$ cat config.mk
export PLATFORM = sky130hd
export DESIGN_NAME = ipml_reg_fifo_ser_tx
export DESIGN_NICKNAME = d
export VERILOG_FILES = /design/src/rtl/ipml_reg_fifo_ser_tx_pkg.sv /design/src/rtl/ipml_reg_fifo_ser_beat_cnt.sv /design/src/rtl/ipml_reg_fifo_ser_tx.sv
export SDC_FILE = /design/constraint.sdc
export NUM_CORES = 1
export LEC_CHECK = 0
export ABC_AREA = 1
export CAP_MARGIN = 20
export CORE_AREA = 2 2 63 65
export DETAILED_ROUTE_END_ITERATION = 8
export DIE_AREA = 0 0 65 67
export MAX_ROUTING_LAYER = met4
export PLACE_DENSITY = 0.92
export SYNTH_ARGS = -nofsm -noshare
export SYNTH_HDL_FRONTEND = slang
export SYNTH_HIERARCHICAL = 1
export SYNTH_SLANG_ARGS = --single-unit
$ cat constraint.sdc
create_clock -name clk -period 3.36 [get_ports clk]
set_clock_uncertainty 0.15 [all_clocks]
set_input_delay 0.672 -clock clk [delete_from_list [all_inputs] [get_ports clk]]
set_output_delay 0.672 -clock clk [all_outputs]
set_load 0.01 [all_outputs]
$ cat src/rtl/ipml_reg_fifo_ser_tx_pkg.sv
// Shared definitions for the register-FIFO width serializer family.
// Default geometry and the constant log2 helper used to size beat counters.
package ipml_reg_fifo_ser_tx_pkg;

  localparam int DEF_W = 8;
  localparam int DEF_N = 4;

  // Ceiling log2, usable in parameter/localparam expressions.
  function automatic int clog2(input int value);
    int r;
    r = 0;
    for (int v = value - 1; v > 0; v = v >> 1) begin
      r++;
    end
    return r;
  endfunction

endpackage

$ cat src/rtl/ipml_reg_fifo_ser_beat_cnt.sv
// Modulo-N beat counter: clr wins over inc, inc wraps N-1 -> 0.
// Shared between the serializer and the matching deserializer.
module ipml_reg_fifo_ser_beat_cnt
  import ipml_reg_fifo_ser_tx_pkg::*;
#(
  parameter  int N     = DEF_N,
  localparam int CNT_W = clog2(N)
) (
  input  logic             clk,
  input  logic             rst,
  input  logic             inc,
  input  logic             clr,
  output logic [CNT_W-1:0] cnt,
  output logic             is_last
);

  assign is_last = (cnt == CNT_W'(N - 1));

  // NOTE: registers use non-blocking assignments so every flop samples
  // the pre-edge values, independent of process evaluation order.
  always_ff @(posedge clk) begin
    if (rst) begin
      cnt <= '0;
    end else if (clr) begin
      cnt <= '0;
    end else if (inc) begin
      cnt <= is_last ? '0 : cnt + 1'b1;
    end
  end

endmodule

$ cat src/rtl/ipml_reg_fifo_ser_tx.sv
// Wide-to-narrow valid/ready serializer: one W*N word out as N beats of W bits.
// Define IPML_REG_FIFO_SER_TX_MSB_FIRST_EN to send the most significant beat first.
module ipml_reg_fifo_ser_tx
  import ipml_reg_fifo_ser_tx_pkg::*;
#(
  parameter  int W     = DEF_W,
  parameter  int N     = DEF_N,
  localparam int CNT_W = clog2(N),
  localparam int DW    = W * N
) (
  input  logic          clk,
  input  logic          rst,
  input  logic          data_in_valid,
  input  logic [DW-1:0] data_in,
  output logic          data_in_ready,
  input  logic          data_out_ready,
  output logic [W-1:0]  data_out,
  output logic          data_out_valid,
  output logic          data_out_last
);

  logic [DW-1:0]    hold;
  logic             busy;
  logic [CNT_W-1:0] cnt;
  logic [CNT_W-1:0] sel;
  logic             is_last;
  logic             wr;
  logic             rd;

  assign rd             = busy & data_out_ready;
  // Accepting on the final beat keeps the stream gapless between words.
  assign data_in_ready  = ~busy | (rd & is_last);
  assign wr             = data_in_valid & data_in_ready;
  assign data_out_valid = busy;
  assign data_out_last  = busy & is_last;

  // NOTE: hold is a data register, yet it is reset so data_out reads zero
  // after reset instead of stale contents.
  always_ff @(posedge clk) begin
    if (rst) begin
      hold <= '0;
      busy <= 1'b0;
    end else if (wr) begin
      hold <= data_in;
      busy <= 1'b1;
    end else if (rd && is_last) begin
      busy <= 1'b0;
    end
  end

  // A load always restarts at beat 0; otherwise each accepted beat advances.
  ipml_reg_fifo_ser_beat_cnt #(
    .N (N)
  ) u_beat_cnt (
    .clk     (clk),
    .rst     (rst),
    .inc     (rd),
    .clr     (wr),
    .cnt     (cnt),
    .is_last (is_last)
  );

  // NOTE: combinational outputs get a default before any conditional code,
  // so no path can leave them unassigned and infer a latch.
  always_comb begin
    sel      = cnt;
    data_out = '0;
`ifdef IPML_REG_FIFO_SER_TX_MSB_FIRST_EN
    sel      = CNT_W'(N - 1) - cnt;
`else
    sel      = cnt;
`endif
    data_out = hold[int'(sel) * W +: W];
  end

endmodule

Word level (Yosys, flattened, before mapping)
Cells that the tools add are included.

Register bits: 35. Input port bits: 36. Word-level logic and storage cells: 18.

Bitwise logic cells: 6. $add $sub $neg: 1. Reductions and logical operators: 3. Muxes and demuxes: 3. Eq/ne operators: 1. Shifts and indexed selects: 1.

Operator list (number): $shiftx 32x6->8 (1); $and 1x1->1 (4); $add 2x1->2 const B (1); $eq 2x2->1 const B (1); $mux 1 (2); $mux 2 (1); $reduce_bool 2->1 (1); $reduce_or 2->1 (1); $logic_and 1x1->1 (1); $not 1->1 (1); $or 1x1->1 (1).

Longest topological paths before layout
Word-level depth: 5. Depth in mapped cells: 8. Gate-level depth less buffers: 6.

Hierarchy
The synthesis kept the hierarchy.

By module, submodules not included: ipml_reg_fifo_ser_tx (instances 1, area an instance 1767.9 um^2, cells each 281, seq. area each 660.6 um^2); ipml_reg_fifo_ser_beat_cnt (instances 1, area an instance 97.6 um^2, cells each 14, seq. area each 40.0 um^2).

Worst setup path after synthesis
No wires, ideal clock.

Kind: input port to output port. Start point: in data_out_ready. End point: out data_in_ready. Path slack: 1.464 ns. Data required time: 2.538 ns. Stages: 4. Arrival: 1.074 ns. Path through: nand2_1 -> nand2_1 -> buf_6 -> buf_6.

Cells in the longest elaborated chain, start to end: 3.

Ends and longest elaborated chain: start: declaration (RTL line ipml_reg_fifo_ser_tx.sv:16) `input logic data_out_ready,`; $and 1x1->1 (RTL line ipml_reg_fifo_ser_tx.sv:30) `assign rd = busy & data_out_ready;`; $and 1x1->1 (RTL line ipml_reg_fifo_ser_tx.sv:32) `assign data_in_ready = ~busy | (rd & is_last);`; $or 1x1->1 (RTL line ipml_reg_fifo_ser_tx.sv:32); end: declaration (RTL line ipml_reg_fifo_ser_tx.sv:15) `output logic data_in_ready,`.

Every way passes these cells.

Final worst setup path
Start point: reg u_beat_cnt.cnt[1]. End point: out data_in_ready.

Cells in the longest elaborated chain, start to end: 3.

Ends and longest elaborated chain: start: declaration (RTL line ipml_reg_fifo_ser_beat_cnt.sv:13) `output logic [CNT_W-1:0] cnt,`; start signal: assignment (RTL line ipml_reg_fifo_ser_beat_cnt.sv:27) `cnt <= is_last ? '0 : cnt + 1'b1;`; $eq 2x2->1 (RTL line ipml_reg_fifo_ser_beat_cnt.sv:17) `assign is_last = (cnt == CNT_W'(N - 1));`; via is_last (RTL line ipml_reg_fifo_ser_tx.sv:26) `logic is_last;`; $and 1x1->1 (RTL line ipml_reg_fifo_ser_tx.sv:32); $or 1x1->1 (RTL line ipml_reg_fifo_ser_tx.sv:32).

The timed path passes the listed nets, and every way through them passes these cells.

==> metrics.txt <==
Ports=47; final antenna-violating net count=0; CP Capture Type=output pin; Clock Latency Late Sink=0.29 ns; RSZ-0062 raised after global routing=false; CTS tree=yes; setup repair bufs after CTS=0; Top delay family on crit path=flip-flops; Cell Chain, Critical Path=ha_1 > nand2_1 > nand2_2 > clkdlybuf4s50_1; min-delay worst type=register to register; Post-Synth XOR/XNOR Area=0%; fin cells=380; Cells after Synth=295; # resized after CTS=0; Hold Slack=0.330 ns; worst reg2reg path depth=7; Ant. Diodes=0; Final Wtd Congestion=0.798; Yosys reg bits=35; Routed WL=4080 µm; Max Cap Violations=0; highest-count cells in the layout ignoring fill and taps=55 x nand2_1, 54 x inv_1, 45 x clkdlybuf4s50_1; largest family of logic cells by synthesized area=simple AND/OR/NAND/NOR gates; post-DR vias/cell=4.85; Final TNS setup=0 ns; Initial Utilization=51.7%; DIE WIDTH=65 µm; final number of hold-violating endpoints=0; pre-CTS setup slack=0.686 ns; commonest non-fill, non-tap cell in the layout=nand2_1; Net Count, Synth=332; critical path required time=2.54 ns; die extent in y=67 µm; DPL Wire Length=2790 µm; max incr delay on CP=0.73 ns; Setup WS post-layout=0.488 ns; Synth Cell Area=1870 µm²; Clock Sinks=35; VDD IR-drop max=0.223 mV; Total Routing Usage GR=20.9%; leakage power=1.14 nW; simple-gate portion of the synthesized area=27.2%; Final nets=368; core area=3610 µm²; Critical Path AT=2.05 ns; crit path max fanout=18; routed via count=1843; placed cells=372; fmax=348 MHz; layout cells sized above 1=4.82%; Max Root-Sink Buffers=2; first drt pass iteration count=4; initial antenna violation count=0; vias in the first global route=1603; first-pass GRT wire length=6720 µm; Pwr per Cell Area=409 nW/µm²; adder-cell area share of the yosys netlist=0.671%; DR DRC count=0; critical path class=register to output pin; post-route minimum period=2.87 ns; stages on the worst setup path=4; worst-margin pin slew=0.639 ns; per-cell routed wire length=10.7 µm; CTS Hold Bufs=0; DR iter-0 viols=140; distinct cell type count of the synthesized netlist=14; area of the die=4360 µm²; Worst-path clk slew=0.07 ns; number of cells on the worst hold path=2; sequential area share after synthesis=37.6%; kind of start point of the critical path=register; YS warnings=6; Max-slew headroom=57.3%; I/O Buffers=46; P&R area growth vs syn=27.5%; grt total ovfl=0; Num CTS Buffers=5; crit path buf inv count=1; critical path's slowest cell=dfxtp_1; Synth Area in Compound Gates=16.9%; status=complete, no violations; # setup viols final=0; largest net degree at the start of global routing=66; mean post-synth cell area=6.32 µm²; Slew Viols, Final=0; Final period util=85.5%; Clock Tree Root=clkbuf_8; # H-tree levels=2; floorplan row count=22; post-synthesis mux area share=0%
## power breakdown
part	leakage [nW]	switching [mW]	internal, mW	total, mW
Clock	0.0477	0.154	0.142	0.296
Sequential	0.290	0.0188	0.447	0.466
Combinational	0.801	0.105	0.106	0.210
Total	1.14	0.278	0.694	0.972
## worst paths after layout
check / slack, ns / end / startpoint
worst max register to register: 1.05 / hold[28] / u_beat_cnt/cnt[1]
worst max-delay path: 0.49 / data_in_ready / u_beat_cnt/cnt[1]
worst min-delay path: 0.33 / hold[6] / hold[6]
worst min register to register: 0.33 / hold[6] / hold[6]
## stage by stage
stage               util (%)  instance area (µm²)  power, mW
global route            66.0                 2380       1.02
finish                  66.0                 2380      0.972
detailed placement      63.6                 2290      0.685
CTS                     66.0                 2380      0.977
floorplan                  -                 1870      0.600
global placement        63.6                 2290      0.679
## layout make-up
class / instances / area [µm²]
Multi-Input combinational cell: 184 / 838
Sequential cell: 35 / 701
Tap cell: 48 / 60.1
Clock inverter: 3 / 15.0
Inverter: 54 / 203
Fill cell: 328 / 1230
Timing Repair Buffer: 51 / 493
Clock buffer: 5 / 68.8
## routing by layer
layer / GRT usage (%) / vias to the layer above / wire (µm)
li1: - / 985 / -
met1: 23.5 / 808 / 1780
met2: 34.9 / 41 / 2000
met3: 4.22 / 9 / 186
met4: 11.4 / 0 / 106
met5: - / - / 0
## cell families (layout without fill, tap and decap cells)
group | after synthesis | count (layout)
buffers and inverters | 76 | 113
AO/OA/AOI/OAI | 59 | 59
AND/OR/NAND/NOR | 124 | 124
flip-flops | 35 | 35
adder cells (fa/ha/maj) | 1 | 1
## state kept, by name, summed over array words and instances, names as in the netlist
register	flops
data_out_valid	1
hold	32
u_beat_cnt/cnt	2
## cell usage after synthesis
| library cell | instances | area (µm²) |
|---|---|---|
| dfxtp_1 | 35 | 701 |
| ha_1 | 1 | 12.5 |
| o211ai_1 | 8 | 60.1 |
| buf_6 | 3 | 33.8 |
| buf_2 | 11 | 55.1 |
| o21ai_0 | 8 | 40.0 |
| clkbuf_1 | 6 | 22.5 |
| a21oi_1 | 43 | 215 |
| nor2_1 | 35 | 131 |
| nor2_2 | 1 | 6.26 |
| nand2_1 | 56 | 210 |
| nand3_1 | 32 | 160 |
| buf_4 | 2 | 15.0 |
| inv_1 | 54 | 203 |
## worst reg2reg max path, stage by stage (launching register included)
cell	delay, ns
dfxtp_1	0.73
ha_1	0.31
nand2_1	0.10
nand2_2	0.08
buf_4	0.49
nand3_1	0.18
nand2_1	0.10
nor2_1	0.05
Power figures use the tool's default switching activity.
